===== config.mk =====
export PLATFORM = sky130hd
export DESIGN_NAME = alu_nibble_seq
export DESIGN_NICKNAME = d
export VERILOG_FILES = /design/src/rtl/alu_nibble_seq.sv
export SDC_FILE = /design/constraint.sdc
export NUM_CORES = 1
export LEC_CHECK = 0
export ABC_CLOCK_PERIOD_IN_PS = 11400
export CAP_MARGIN = 20
export CORE_ASPECT_RATIO = 1.4
export CORE_MARGIN = 2
export CORE_UTILIZATION = 55
export CTS_BUF_LIST = sky130_fd_sc_hd__clkbuf_4
export DETAILED_ROUTE_END_ITERATION = 12
export DONT_BUFFER_PORTS = 1
export GPL_ROUTABILITY_DRIVEN = 0
export GPL_TIMING_DRIVEN = 0
export HOLD_SLACK_MARGIN = 0.02
export PLACE_DENSITY_LB_ADDON = 0.2
export SYNTH_ARGS = -nofsm -noshare
export SYNTH_HDL_FRONTEND = slang
export SYNTH_SLANG_ARGS = --single-unit
export TNS_END_PERCENT = 5

===== constraint.sdc =====
create_clock -name clk -period 11.4 [get_ports clk]
set_clock_uncertainty 0.2 [all_clocks]
set_input_delay 0.57 -clock clk [delete_from_list [all_inputs] [get_ports clk]]
set_output_delay 0.57 -clock clk [all_outputs]
set_load 0.02 [all_outputs]

===== src/rtl/alu_nibble_seq.sv =====
// alu_nibble_seq
//
// Performs WIDTH-bit add/subtract (WIDTH = 4*NIBBLES) over NIBBLES cycles. One internal 4-bit
// add/sub slice handles one nibble per cycle, least-significant nibble first. The nibble
// carry/borrow is chained between cycles. The finished word and its CF/OF/ZF/SF/PF flags are
// registered on the last nibble.
//
// Ports
//   clk     rising-edge clock
//   rst     synchronous, active-high reset
//   start   request; sampled only when busy=0 (IDLE or DONE)
//   ctrl    1 = add (a+b+cin), 0 = subtract (a-b-cin); latched at accept
//   cin     carry-in (add) / borrow-in (sub); latched at accept
//   a, b    WIDTH-bit operands; latched at accept
//   busy    operation in progress
//   done    one-cycle pulse; result and flags valid from this cycle
//   result  final sum or difference; held until the next done
//   cf      carry-out (add) / borrow-out (sub) of the MSB nibble
//   of      two's-complement signed overflow
//   zf      result == 0
//   sf      result MSB
//   pf      1 when result has an even number of 1 bits

module alu_nibble_seq #(
    parameter int unsigned NIBBLES = 4
) (
    input  logic                   clk,
    input  logic                   rst,
    input  logic                   start,
    input  logic                   ctrl,
    input  logic                   cin,
    input  logic [4*NIBBLES-1:0]   a,
    input  logic [4*NIBBLES-1:0]   b,
    output logic                   busy,
    output logic                   done,
    output logic [4*NIBBLES-1:0]   result,
    output logic                   cf,
    output logic                   of,
    output logic                   zf,
    output logic                   sf,
    output logic                   pf
);

    localparam int unsigned WIDTH = 4 * NIBBLES;
    localparam int unsigned IdxW  = $clog2(NIBBLES);
    localparam logic [IdxW-1:0] LastIdx = IdxW'(NIBBLES - 1);

    typedef enum logic [1:0] {
        StIdle = 2'd0,
        StRun  = 2'd1,
        StDone = 2'd2
    } state_e;

    state_e            state_q, state_d;
    logic [WIDTH-1:0]  a_q, a_d;
    logic [WIDTH-1:0]  b_q, b_d;
    logic              add_q, add_d;
    logic              carry_q, carry_d;    // cin at accept, then the chained nibble carry
    logic [IdxW-1:0]   idx_q, idx_d;
    logic [WIDTH-1:0]  shreg_q, shreg_d;    // working register, separate from result
    logic [WIDTH-1:0]  result_q, result_d;
    logic              cf_q, cf_d;
    logic              of_q, of_d;
    logic              zf_q, zf_d;
    logic              sf_q, sf_d;
    logic              pf_q, pf_d;

    // 4-bit slice
    logic [3:0]        nib_a;
    logic [3:0]        nib_b;
    logic [4:0]        slice;               // {carry/borrow-out, nibble result}
    logic [WIDTH-1:0]  shreg_next;

    // The lowest nibble falls off the end of the shift register on every step.
    logic              unused_shreg;
    assign unused_shreg = ^shreg_q[3:0];

    always_comb begin
        nib_a = a_q[{idx_q, 2'b00} +: 4];
        nib_b = b_q[{idx_q, 2'b00} +: 4];
        if (add_q) begin
            slice = {1'b0, nib_a} + {1'b0, nib_b} + {4'b0000, carry_q};
        end else begin
            // A negative 5-bit difference sets bit 4, which is exactly the borrow A < B+c.
            slice = {1'b0, nib_a} - {1'b0, nib_b} - {4'b0000, carry_q};
        end
        shreg_next = {slice[3:0], shreg_q[WIDTH-1:4]};
    end

    always_comb begin
        state_d  = state_q;
        a_d      = a_q;
        b_d      = b_q;
        add_d    = add_q;
        carry_d  = carry_q;
        idx_d    = idx_q;
        shreg_d  = shreg_q;
        result_d = result_q;
        cf_d     = cf_q;
        of_d     = of_q;
        zf_d     = zf_q;
        sf_d     = sf_q;
        pf_d     = pf_q;

        unique case (state_q)
            StIdle, StDone: begin
                // DONE accepts a new request exactly like IDLE for back-to-back operation.
                if (start) begin
                    a_d     = a;
                    b_d     = b;
                    add_d   = ctrl;
                    carry_d = cin;
                    idx_d   = '0;
                    state_d = StRun;
                end else begin
                    state_d = StIdle;
                end
            end

            StRun: begin
                shreg_d = shreg_next;
                carry_d = slice[4];
                idx_d   = idx_q + 1'b1;
                if (idx_q == LastIdx) begin
                    result_d = shreg_next;
                    cf_d     = slice[4];
                    if (add_q) begin
                        of_d = (a_q[WIDTH-1] == b_q[WIDTH-1]) &&
                               (shreg_next[WIDTH-1] != a_q[WIDTH-1]);
                    end else begin
                        of_d = (a_q[WIDTH-1] != b_q[WIDTH-1]) &&
                               (shreg_next[WIDTH-1] != a_q[WIDTH-1]);
                    end
                    zf_d    = (shreg_next == '0);
                    sf_d    = shreg_next[WIDTH-1];
                    pf_d    = ~^shreg_next;
                    state_d = StDone;
                end
            end

            default: begin
                state_d = StIdle;
            end
        endcase
    end

    always_ff @(posedge clk) begin
        if (rst) begin
            state_q  <= StIdle;
            a_q      <= '0;
            b_q      <= '0;
            add_q    <= 1'b0;
            carry_q  <= 1'b0;
            idx_q    <= '0;
            shreg_q  <= '0;
            result_q <= '0;
            cf_q     <= 1'b0;
            of_q     <= 1'b0;
            zf_q     <= 1'b1;
            sf_q     <= 1'b0;
            pf_q     <= 1'b1;
        end else begin
            state_q  <= state_d;
            a_q      <= a_d;
            b_q      <= b_d;
            add_q    <= add_d;
            carry_q  <= carry_d;
            idx_q    <= idx_d;
            shreg_q  <= shreg_d;
            result_q <= result_d;
            cf_q     <= cf_d;
            of_q     <= of_d;
            zf_q     <= zf_d;
            sf_q     <= sf_d;
            pf_q     <= pf_d;
        end
    end

    assign busy   = (state_q == StRun);
    assign done   = (state_q == StDone);
    assign result = result_q;
    assign cf     = cf_q;
    assign of     = of_q;
    assign zf     = zf_q;
    assign sf     = sf_q;
    assign pf     = pf_q;

endmodule


**Yosys cells after proc, flatten, opt, wreduce, memory -nomap -nowiden**

Cells that the tools add are included.
Widths: inputs -> output; s select.

- Output and inout bits: 23
- Logic and storage cells: 47
- Register bits after elaboration: 75
- Input bits: 37

- Mux-type cells: 9
- $add $sub $neg: 5
- Reductions and logical operators: 10
- Shifts and indexed selects: 2
- Eq/ne operators: 8

Operators with widths:

| kind | count |
|---|---|
| $shiftx 16x5->4 | 2 |
| $logic_not 16->1 | 1 |
| $reduce_xnor 16->1 | 1 |
| $pmux 2 s2 | 2 |
| $reduce_and 2->1 | 3 |
| $add 4x4->5 | 1 |
| $add 5x1->5 | 1 |
| $mux 5 | 1 |
| $sub 4x4->5 | 1 |
| $sub 5x1->5 | 1 |
| $eq 2x2->1 const B | 2 |
| $mux 2 | 2 |
| $mux 1 | 3 |
| $add 2x1->2 const B | 1 |
| $eq 2x1->1 const B | 1 |
| $logic_and 1x1->1 | 2 |
| $logic_not 2->1 | 1 |
| $ne 1x1->1 | 2 |
| $ne 2x1->1 const B | 1 |
| $ne 2x2->1 const B | 1 |
| $pmux 1 s2 | 1 |
| $reduce_bool 2->1 | 1 |
| $reduce_or 2->1 | 1 |
| $eq 1x1->1 | 1 |

**Longest topological paths before layout**

- Depth in word-level cells: 7
- Mapped depth: 12
- Gate-level depth less buffers: 11

**Least setup slack after synthesis**

Ideal clock, no wire load.

- Path type: register -> register
- Start: reg idx_q[0]
- End: reg pf_q (netlist: pf)
- Arrival: 3.613 ns
- Stages on the path, launching flop included: 12
- Path buffers: 1
- Clock period less this slack: 3.897 ns
- Path slack: 7.503 ns
- Setup time: 0.085 ns
- Path through: dfxtp_1 -> buf_2 -> mux4_2 -> fa_1 -> fa_1 -> mux2i_1 -> ha_1 -> xnor2_1 -> xnor3_1 -> xnor3_2 -> and3b_2 -> o31ai_2

- Cells in the longest elaborated chain, start to end: 5
- Elaborated cells on any way between the ends: 10
- Those cells by class: add/sub (4); eq/ne (1); shift (2); mux (1); reduce/logical (2)

Ends and longest elaborated chain:

| item | line | RTL |
|---|---|---|
| from (decl) | 59 | `logic [IdxW-1:0] idx_q, idx_d;` |
| from (signal assigned) | 168 | `idx_q <= idx_d;` |
| $shiftx 16x5->4, on equally long branches | 79, 80 |  |
| $sub 4x4->5 / $add 4x4->5 (equally long branches) | 85, 82 |  |
| $sub 5x1->5 / $add 5x1->5 (equally long branches) | 85, 82 |  |
| $mux 5 | 81 | `if (add_q) begin` |
| $reduce_xnor 16->1 | 136 | `pf_d = ~^shreg_next;` |
| to (signal assigned) | 175 | `pf_q <= pf_d;` |
| to (decl) | 66 | `logic pf_q, pf_d;` |

Parallel ways exist; a longest one is shown, timed or not.
A chain may end at the register's enable or synchronous reset.

**Worst setup path after layout**

Ends and elaborated chain as after synthesis.

==> run metrics <==
post-cts resize count=0; initial antenna violation count=0; final period utilization=0.388; Top Usage Layer GRT=met2; Seq/Total Area, Yosys=0.421; die area=between 6000 and 7000 µm²; TNS Setup=0 ps; R2R Path End=pf; mean area per synthesized cell=between 8 and 9 µm²; Syn Inst Count=395; final core occ=0.605; post-layout min period=4420 ps; Hold Path Sink=a_q[12]; synthesized flop and latch total=70; clock latency on the worst-skew pair=around 400 ps; total core area=5860 µm²; post-route ant nets=0; static leakage=0.00132 µW; Synth warnings=0; leading post-synthesis cells by cell area=dfxtp_1 (42%), nand2_1 (13%), a21oi_1 (9.8%); Final WS setup=about 7000 ps; Synth Cell Area=about 3300 µm²; Starting Density=0.568; reg-to-reg slack, setup=approximately 7000 ps; fin. max-slew vios=0; Slew headroom=0.573; Max H-tree Level=3; drt wl/cell=around 15 µm; Reg clk slew, reported paths=~110 ps; # DRC=0; Worst Path Class, Setup=reg -> reg; Power Density=151 nW/µm²; critical path peak fanout=10; All-Layer GR Usage=0.221; Hold Path Class=in -> reg; hold buffers post-CTS=0; VDD IR max=between 70 and 80 µV; R2R cell count=11; hold path cells=2; Critical Path Start Type=register; CTS root buffer=clkbuf_4; nets@finish=around 460; CTS tree=built; asr flop ratio synth=0; reg2reg start=idx_q[0]; RSZ-0062 raised after global routing=false; Worst EP arrival=4550 ps; status=completed; setup repair bufs after CTS=0; Yosys top cell area share=0.421; Iteration-0 DRC Markers=between 100 and 150; Worst Path Required=roughly 12000 ps; number of synthesized flops with an enable pin=0; TritonCTS Buffers=9; Vias/cell=approximately 5.4; routed wire length=7.04 mm; DRT Pass-1 Iters=4; met3 Usage GRT=0.0565; via count=about 2600; Tot Pwr=about 540 µW; global routing usage on met1=0.218; Antenna Cells=0; die height=96.0 µm; Hold Crit Start=a[12]; share of layout cells above drive strength 1=0.0925; critical path capture point type=register; total gr overflow=0; CTS Buffer Depth=2; Design Area, Final=around 3500 µm²; max capacitance violation total=0; largest area contributor in the netlist=dfxtp_1; TritonCTS Sinks=70; Post-DP HPWL=5.48 mm; Cell Area, Placed=3420 µm²; Die Wd=about 70 µm; first-pass GRT wire length=~11 mm; largest net degree at the start of global routing=12; final count of hold timing violations=0; GR Util met2=0.435; Layout area overhead=6.62%; post-placement setup slack=roughly 7000 ps; Synth Flop Type=dfxtp_1; number of global-route vias before repair=around 2600; Net Count, Synth=451; Synth cell types=between 40 and 50; Final setup viols=0; # IOs=60; highest clock rate=roughly 230 MHz; std cell rows=33; buffers added on ports=0; measured slew at the worst slew-check pin=641 ps
==> logic make-up after synthesis <==
family	count (synthesis)	share of synthesized area
simple gates	153	0.191
compound gates	84	0.150
flops	70	0.421
buf+inv	50	0.0609
fa+ha+maj	19	0.0805
mux	11	0.0624
xor+xnor	8	0.0338
==> layout make-up <==
class | count | area [µm²]
Inverter | 24 | 90.1
Multi-Input combinational cell | 275 | 1720
Fill cell | 555 | 2310
Tap cell | 70 | 87.6
Sequential cell | 70 | 1400
Clock buffer | 11 | 82.6
Buffer | 26 | 113
Clock inverter | 5 | 50.0
==> cells in the final DEF (no fill, tap or decap), types with 2 or more instances in the layout <==
master	count
o211ai_1	3
nand3_1	3
ha_1	15
nand2b_1	4
mux4_2	7
a22oi_1	2
a311oi_2	2
a211oi_1	4
nand2_1	117
a21oi_1	65
nor2_1	17
xnor2_1	4
clkinv_1	2
inv_1	24
buf_2	3
xnor3_1	2
mux2_4	2
o21ai_0	2
fa_1	4
clkbuf_4	11
mux2i_1	2
dfxtp_1	70
clkbuf_1	20
nor2b_1	2
==> metrics by stage <==
stage	hold WS (ps)	instances
floorplan	233	395
global placement	239	465
detailed placement	247	465
CTS	57.6	481
global route	59.1	481
finish	76.6	481
==> power breakdown <==
group	switching (µW)	internal (µW)	total (µW)
registers	7.57	255	262
logic	61.4	56.6	118
clock network	85.1	70.1	155
total	154	382	536
==> cell usage after synthesis (2+ instances only) <==
library cell and number:
nand2_1 117, buf_2 3, nor2_1 17, o211ai_1 3, fa_1 4, a211oi_1 4
dfxtp_1 70, nand3_1 3, a311oi_2 2, o21ai_0 2, mux4_2 7, xnor3_1 2
a22oi_1 2, xnor2_1 4, inv_1 24, mux2i_1 2, nand2b_1 4, clkbuf_1 20
nor2b_1 2, a21oi_1 65, mux2_4 2, ha_1 15
==> routing by layer <==
layer	part of all wire	vias to the layer above
li1	-	1328
met1	0.38	1209
met2	0.56	56
met3	0.041	14
met4	0.024	0
met5	0	-
==> worst max-delay path by stage <==
stage / start / end / slack [ps] / cells after the start
after floorplan: idx_q[0] / pf / 7500 / 11
after global placement: idx_q[0] / pf / 7130 / 11
after detailed placement: idx_q[0] / pf / 7020 / 11
after CTS: idx_q[0] / pf / 6980 / 11
after global routing: idx_q[0] / pf / 6770 / 11
final: idx_q[0] / pf / 6980 / 11
==> critical path, cell delays in order (launching register included) <==
cell and delay, ps:
dfxtp_1 420, buf_2 330, mux4_2 600, fa_1 440
fa_1 480, mux2i_1 330, ha_1 320, xnor2_1 160
xnor3_1 420, xnor3_2 230, a21boi_0 150, o31ai_2 240
==> registers in the layout (all words and copies together) (netlist names) <==
signal and count:
add_q 1, idx_q 2, carry_q 1, result 16, zf 1, of 1, b_q 16, pf 1
a_q 16, state_q 2, cf 1, shreg_q 12
Note: power is estimated with default switching activity, not from simulation.
